===== src/rtl/sm3_cmprss_core_unrl.sv =====
// sm3_cmprss_core_unrl
//   SM3 compression core running UNROLL chained rounds per accepted input beat.
//   Takes the (Wj, Wj') stream from the expansion core, chains 512-bit blocks
//   through the V register and presents the 256-bit digest on a valid/ready port.
//
// Ports
//   clk, rst             clock; synchronous active-high reset
//   expnd_inpt_wj_i      Wj lanes, lane k (round j+k) at [32*(UNROLL-1-k)+:32]
//   expnd_inpt_wjj_i     Wj' lanes, same order
//   expnd_inpt_lst_i     final beat of the message (looked at on a block's last beat only)
//   expnd_inpt_vld_i     input beat valid
//   expnd_inpt_rdy_o     input ready
//   cmprss_otpt_res_o    digest V0..V7, V0 in [255:224]
//   cmprss_otpt_vld_o    digest valid
//   cmprss_otpt_rdy_i    downstream ready
//   dbg_state            current FSM state (RUN=0, UPDT=1, OUT=2)
//
// Handshake: a transfer happens on a rising clk edge where valid and ready are
// both high. A valid source holds its data stable until the transfer; ready may
// rise or fall freely and never depends combinationally on valid.
//
// UNROLL must be 1, 2, 4 or 8 so that 64 rounds split into whole beats.
module sm3_cmprss_core_unrl #(
  parameter int UNROLL = 1
) (
  input  logic                  clk,
  input  logic                  rst,
  input  logic [32*UNROLL-1:0]  expnd_inpt_wj_i,
  input  logic [32*UNROLL-1:0]  expnd_inpt_wjj_i,
  input  logic                  expnd_inpt_lst_i,
  input  logic                  expnd_inpt_vld_i,
  output logic                  expnd_inpt_rdy_o,
  output logic [255:0]          cmprss_otpt_res_o,
  output logic                  cmprss_otpt_vld_o,
  input  logic                  cmprss_otpt_rdy_i,
  output logic [1:0]            dbg_state
);

  typedef enum logic [1:0] {
    RUN  = 2'd0,
    UPDT = 2'd1,
    OUT  = 2'd2
  } state_t;

  localparam logic [255:0] IV = {32'h7380166f, 32'h4914b2b9, 32'h172442d7, 32'hda8a0600,
                                 32'ha96f30bc, 32'h163138aa, 32'he38dee4d, 32'hb0fb0e4e};
  localparam logic [5:0] STEP     = 6'(UNROLL);
  localparam logic [5:0] LAST_RND = 6'(64 - UNROLL);

  // Rotate via a doubled word so a zero amount needs no special case.
  function automatic logic [31:0] rotl(input logic [31:0] x, input logic [4:0] s);
    logic [63:0] d;
    d = {x, x} << s;
    return d[63:32];
  endfunction

  function automatic logic [31:0] p0(input logic [31:0] x);
    return x ^ rotl(x, 5'd9) ^ rotl(x, 5'd17);
  endfunction

  // One SM3 round on {A,B,C,D,E,F,G,H}.
  function automatic logic [255:0] sm3_round(input logic [255:0] s, input logic [5:0] j,
                                             input logic [31:0] wj, input logic [31:0] wjj);
    logic [31:0] a, b, c, d, e, f, g, h;
    logic [31:0] tj, a12, ss1, ss2, ff, gg, tt1, tt2;
    {a, b, c, d, e, f, g, h} = s;
    tj  = (j < 6'd16) ? 32'h79cc4519 : 32'h7a879d8a;
    a12 = rotl(a, 5'd12);
    // Tj rotation is by j mod 32, i.e. the low five bits of j.
    ss1 = rotl(a12 + e + rotl(tj, j[4:0]), 5'd7);
    ss2 = ss1 ^ a12;
    ff  = (j < 6'd16) ? (a ^ b ^ c) : ((a & b) | (a & c) | (b & c));
    gg  = (j < 6'd16) ? (e ^ f ^ g) : ((e & f) | (~e & g));
    tt1 = ff + d + ss2 + wjj;
    tt2 = gg + h + ss1 + wj;
    return {tt1, a, rotl(b, 5'd9), c, p0(tt2), e, rotl(f, 5'd19), g};
  endfunction

  state_t       state_q, state_d;
  logic [255:0] v_q;
  logic [255:0] st_q;      // working variables A..H
  logic [5:0]   rnd_q;
  logic         lst_q;
  logic [255:0] rnd_work;  // A..H after this beat's UNROLL rounds

  always_comb begin
    rnd_work = st_q;
    for (int k = 0; k < UNROLL; k++) begin
      rnd_work = sm3_round(rnd_work, rnd_q + 6'(k),
                           expnd_inpt_wj_i[32*(UNROLL-1-k) +: 32],
                           expnd_inpt_wjj_i[32*(UNROLL-1-k) +: 32]);
    end
  end

  always_comb begin
    state_d = state_q;
    case (state_q)
      RUN:     if (expnd_inpt_vld_i && rnd_q == LAST_RND) state_d = UPDT;
      UPDT:    state_d = lst_q ? OUT : RUN;
      OUT:     if (cmprss_otpt_rdy_i) state_d = RUN;
      default: state_d = RUN;
    endcase
  end

  // Outputs are forced low during reset, even before the state register clears.
  always_comb begin
    expnd_inpt_rdy_o  = ~rst && (state_q == RUN);
    cmprss_otpt_vld_o = ~rst && (state_q == OUT);
    cmprss_otpt_res_o = cmprss_otpt_vld_o ? v_q : '0;
    dbg_state         = state_q;
  end

  always_ff @(posedge clk) begin
    if (rst) begin
      state_q <= RUN;
      v_q     <= IV;
      st_q    <= IV;
      rnd_q   <= '0;
      lst_q   <= 1'b0;
    end else begin
      state_q <= state_d;
      case (state_q)
        RUN: begin
          if (expnd_inpt_vld_i) begin
            st_q  <= rnd_work;
            rnd_q <= rnd_q + STEP;   // wraps to 0 after the last beat
            if (rnd_q == LAST_RND) lst_q <= expnd_inpt_lst_i;
          end
        end
        UPDT: begin
          // A..H restart from the new V so the next block chains directly.
          v_q  <= v_q ^ st_q;
          st_q <= v_q ^ st_q;
        end
        OUT: begin
          if (cmprss_otpt_rdy_i) begin
            v_q   <= IV;
            st_q  <= IV;
            lst_q <= 1'b0;
          end
        end
        default: ;
      endcase
    end
  end

endmodule


===== config.mk =====
export PLATFORM = sky130hd
export DESIGN_NAME = sm3_cmprss_core_unrl
export DESIGN_NICKNAME = d
export VERILOG_FILES = /design/src/rtl/sm3_cmprss_core_unrl.sv
export SDC_FILE = /design/constraint.sdc
export NUM_CORES = 2
export LEC_CHECK = 0
export BUFFER_PORTS_ARGS = -buffer_cell sky130_fd_sc_hd__buf_2
export CAP_MARGIN = 20
export CORE_MARGIN = 5
export CORE_UTILIZATION = 41
export CTS_CLUSTER_SIZE = 8
export DETAILED_ROUTE_END_ITERATION = 6
export HOLD_SLACK_MARGIN = 0.08
export PLACE_DENSITY = 0.55
export SYNTH_ARGS = -nofsm -noshare
export SYNTH_HDL_FRONTEND = slang
export SYNTH_SLANG_ARGS = --single-unit

===== constraint.sdc =====
create_clock -name clk -period 12.3 [get_ports clk]
set_input_delay 0.615 -clock clk [delete_from_list [all_inputs] [get_ports clk]]
set_output_delay 0.615 -clock clk [all_outputs]
set_load 0.1 [all_outputs]

### Word level (Yosys, flattened, before mapping)

Cells that the tools add are included.

* flip-flop bits (word level): 521
* input bits: 69
* output and inout port bits: 260
* logic and storage cells: 69

* add/subtract/negate cells: 9
* order comparisons: 1
* equality and inequality tests: 7
* shift-type cells: 1
* mux-type cells: 16
* bitwise operators: 18
* reduce and logical (&&, ||, !) cells: 12

Operators by type and width (number)
* $mux 256: 3
* $pmux 256 s3: 1
* $pmux 256 s2: 1
* $add 32x32->32: 8
* $xor 256x256->256: 1
* $xor 32x32->32: 7
* $and 32x32->32: 5
* $or 32x32->32: 3
* $mux 32: 2
* $shl 63x5->64: 1
* $not 32->32: 1
* $mux 26: 1
* $ne 2x2->1 const B: 4
* $add 6x1->6 const B: 1
* $eq 6x6->1 const B: 1
* $lt 6x5->1 const B: 1
* $mux 2: 3
* $pmux 2 s3: 1
* $reduce_and 2->1: 3
* $reduce_and 4->1: 1
* $reduce_bool 2->1: 2
* $logic_and 1x1->1: 3
* $mux 1: 3
* $reduce_and 3->1: 1
* other kinds (6): 6

### Logic depth before layout (Yosys ltp)

* depth in word-level cells: 11
* depth in mapped cells: 42
* depth with buffers taken out: 39

### Least setup slack after synthesis

No wires, ideal clock.

* kind: reg2reg
* from: reg rnd_q[5]
* to: reg st_q[252]
* library setup time: 0.120 ns
* arrival: 9.133 ns
* data required time: 12.180 ns
* path slack: 3.047 ns
* stages on the path, launching flop included: 39
* path buffers: 3
* period minus slack after synthesis: 9.253 ns
* cells stage by stage: dfxtp_1 nor2_1 clkinv_1 clkbuf_1 buf_1 buf_1 ha_1 or2_2 o21ai_0 nor2_1 a21oi_1 mux2i_1 fa_1 inv_1 ha_1 fa_1 a211oi_1 o211ai_1 [... 3 more ...] a221oi_2 o21ai_0 o31ai_1 xnor2_1 xor2_1 fa_1 inv_1 fa_1 ha_1 or3_1 o21a_1 a2111oi_0 o221a_2 o21ai_1 o41ai_1 xor2_1 o22ai_1 o31a_1

* cells in the longest elaborated chain, start to end: 9
* elaborated cells on any way between the ends: 11
* classes of those cells: 4 x add/sub; 1 x order compare; 1 x shift; 4 x mux; 1 x bitwise

RTL lines
* from (decl): RTL line 82 `logic [5:0] rnd_q;`
* from (signal assigned): RTL line 126 `rnd_q <= rnd_q + STEP;`
* $lt 6x5->1 *: RTL line 67, 72
* $mux 26: RTL line 67 `tj = (j < 6'd16) ? 32'h79cc4519 : 32'h7a879d8a;`
* $shl 63x5->64: RTL line 53 `d = {x, x} << s;`
* $add 32x32->32: RTL line 70 `ss1 = rotl(a12 + e + rotl(tj, j[4:0]), 5'd7);`
* $xor 32x32->32: RTL line 71 `ss2 = ss1 ^ a12;`
* $add 32x32->32 * (2 in series): RTL line 74 `tt1 = ff + d + ss2 + wjj;`
* $mux 256 *: RTL line 124 `if (expnd_inpt_vld_i) begin`
* $pmux 256 s3 *: RTL line 122 `case (state_q)`
* to (signal assigned): RTL line 125 `st_q <= rnd_work;`
* to (signal assigned): RTL line 133 `st_q <= v_q ^ st_q;`
* to (decl): RTL line 81 `logic [255:0] st_q;`

Every way passes the cells marked *; elsewhere a longest branch is shown, timed or not. The select of a mux whose other input is x is not followed.
A chain may end at the register's enable or synchronous reset.

### Worst setup path in the final report

* from: reg rnd_q[4]
* to: reg st_q[255]

* cells in the longest elaborated chain, start to end: 9
* elaborated cells on any way between the ends: 11
* classes of those cells: 4 x add/sub; 1 x order compare; 1 x shift; 4 x mux; 1 x bitwise

RTL lines (RTL line)
* $lt 6x5->1: 67, 72
* $mux 26: 67
* $shl 63x5->64: 53
* $add 32x32->32: 70
* $xor 32x32->32: 71
* $add 32x32->32 * (2 in series): 74
* $mux 256 *: 124
* $pmux 256 s3 *: 122

Marks and branches as above.

==> results.cfg <==
[status]
status = finished clean

[final_layout]
fillers = 10000
stdcell_count = 6846
nets = 5828
drive_gt1_share_pct = 10.0
postLayoutCellArea_um2 = 45900
area_growth_pct = 10.7

[synthesis]
async_reset_ff_share_pct = 0
netlist_area_um2 = 41500
ys_seq_area_share_pct = 25.1
synth_common_cells = a21oi_1 (646), o21ai_0 (575), dfxtp_1 (521), nor2_1 (446), clkbuf_1 (440)
syn_inst = 5462
synth_seq_cells = 521
yosysTopAreaCell = dfxtp_1
syn_avg_cell_area_um2 = 7.59
yosysMostFrequentCell = a21oi_1
synth_top_area_share_pct = 25.1
synth_ff_type = dfxtp_1
syn-num-nets = 5822
yosys-top-cells-area = dfxtp_1 (25%), fa_1 (9.1%), a21oi_1 (7.8%)
synth_edf_count = 0
yosysWarnings = 0
synthDistinctLibCells = 88

[global_routing]
antenna_found_initial = 7
overflow = 0
grt_use_total_pct = 32.3
grt_max_degree = 177
grt_pass1_vias = 36800
grt_pass1_wl_mm = 261

[clocking]
tritoncts = done
cts_resized = 0
max-clock-path-buffers = 3
clk_pin_slew_worst_paths_ns = 0.05
cts_num_sinks = 521
cts_root_buf = clkbuf_16
cts_setup_buffers = 0
h-tree-depth = 3
hold_buffers = 0
cts_made_buffers = 77
clkLatencyLatePin_ns = 0.67

[die]
start_util_pct = 41.4
dieArea_um2 = 108000
die_h_um = 328
rows = 116
core_area_um2 = 100000
pin_count = 329
die-width_um = 328

[timing]
drv_slew = 0
max_slew_margin_pct = 19.7
grt_setup_unrepaired = no
min_period_ns = 10.12
period_share_pct = 82.3
tightest_slew_ns = 1.20
setup_viol = 0
fmax_mhz = 98.8
fin_skew_ns = 0.0415
hold_viol = 0
tns_ns = 0

[place]
dp_cells = 6745
io_buffers = 328
dp_hpwl_mm = 131
placed_cell_area_um2 = 43800
gp_congestion = 0.966

[detailed_routing]
drc = 0
drtPass1Iterations = 7
num_vias = 41200
viasPerCell = 6.02
drt-total-wl_mm = 182
post_drt_wl_per_cell_um = 26.6
antenna_left = 0
drtIter0Drc = 4692

[setup_path]
worst_ep_arrival_time_ns = 10.64
critPathCaptureType = flop
cp-start-kind = flop
cpMaxStageDelayCell = a21boi_0
path_class = reg -> reg
worstPathRequired_ns = 12.81
critPathMaxFanout = 48
slowest_delay_ns = 0.57
path_common_cell = fa_1

[job]
cap_violations = 0

[worst_hold_path]
hold_path.class = in -> reg
critical path: cells and delay by family, from the launching register on:
| kind | cells | cell delay [ns] |
|---|---|---|
| AO/OA/AOI/OAI | 17 | 4.27 |
| XOR/XNOR | 3 | 0.66 |
| adder cells (fa/ha/maj) | 6 | 2.62 |
| buffers and inverters | 7 | 1.33 |
| flip-flops | 1 | 0.31 |
| multiplexers | 1 | 0.12 |
| AND/OR/NAND/NOR | 6 | 0.67 |
stage by stage:
stage	utilization [%]	hold slack (ns)	setup slack [ns]
floorplan	-	0.447	3.05
global placement	43.6	0.463	2.47
detailed placement	43.7	0.464	2.26
CTS	45.7	0.278	2.24
global route	45.8	0.305	1.39
finish	45.8	0.318	2.18
cell usage in the layout (no fill, tap or decap), drive strengths merged, types with 15 or more instances in the layout:
master and instances:
o21ai 579, o211ai 22, xnor2 150, a211o 108, a22oi 15, inv 292
xor2 128, or3 33, a21oi 646, mux2i 76, nor2b 141, a21o 72
or4 29, clkbuf 85, ha 103, a211oi 111, o21bai 39, fa 188
a311oi 36, nand2 218, o32ai 15, o22ai 20, nor2 446, and2 260
o21a 15, nand3 128, dfxtp 521, nand2b 107, nor3b 105, nand3b 90
buf 412, nor3 160
cells by family (layout without fill, tap and decap cells):
logic type	Yosys count	after routing	share of synthesized area (%)
AO/OA/AOI/OAI	1764	1764	25.4
XOR/XNOR	278	278	5.92
multiplexers	84	84	2.05
adder cells (fa/ha/maj)	294	294	12.3
flip-flops	521	521	25.1
buffers and inverters	777	797	7.05
other	0	7	0
AND/OR/NAND/NOR	1744	1744	22.2
area by class of cell:
cell class,count,area [um^2],share of cell area [%]
multi-input cells,4164,28200,61.5
inverters,292,1100,2.39
well taps,1357,1700,3.70
clock inverters,8,101,0.221
clock buffers,85,1990,4.33
flip-flops and latches,521,10400,22.7
repair buffers,412,2360,5.15
diodes,7,17.5,0.0381
flip-flops by register name, indices dropped and copies added, names as in the netlist:
signal and flops:
rnd_q 6, dbg_state 2, st_q 256, lst_q 1, v_q 256
metal layers:
metal	global-route usage, %	vias up	wire, um
met5	0	-	10
met4	15.8	2	10800
met3	4.06	323	12500
met2	52.8	1794	83500
met1	42.5	20200	75400
li1	-	18900	-
final timing paths:
check / start / to / slack, ns / cells past startpoint
worst max register to register: rnd_q[4]$_SDFFE_PP0P_ / st_q[255]$_SDFFE_PP0P_ / 2.18 / 40
worst max-delay path: rnd_q[4]$_SDFFE_PP0P_ / st_q[255]$_SDFFE_PP0P_ / 2.18 / 40
worst min-delay path: expnd_inpt_vld_i / rnd_q[1]$_SDFFE_PP0P_ / 0.32 / 3
worst min register to register: lst_q$_SDFFE_PP0P_ / dbg_state[1]$_SDFFE_PP0P_ / 0.48 / 2
Power is left out: the tool's default activity adds up to more than one toggle a clock period on the data nets, which glitch-free logic cannot reach.
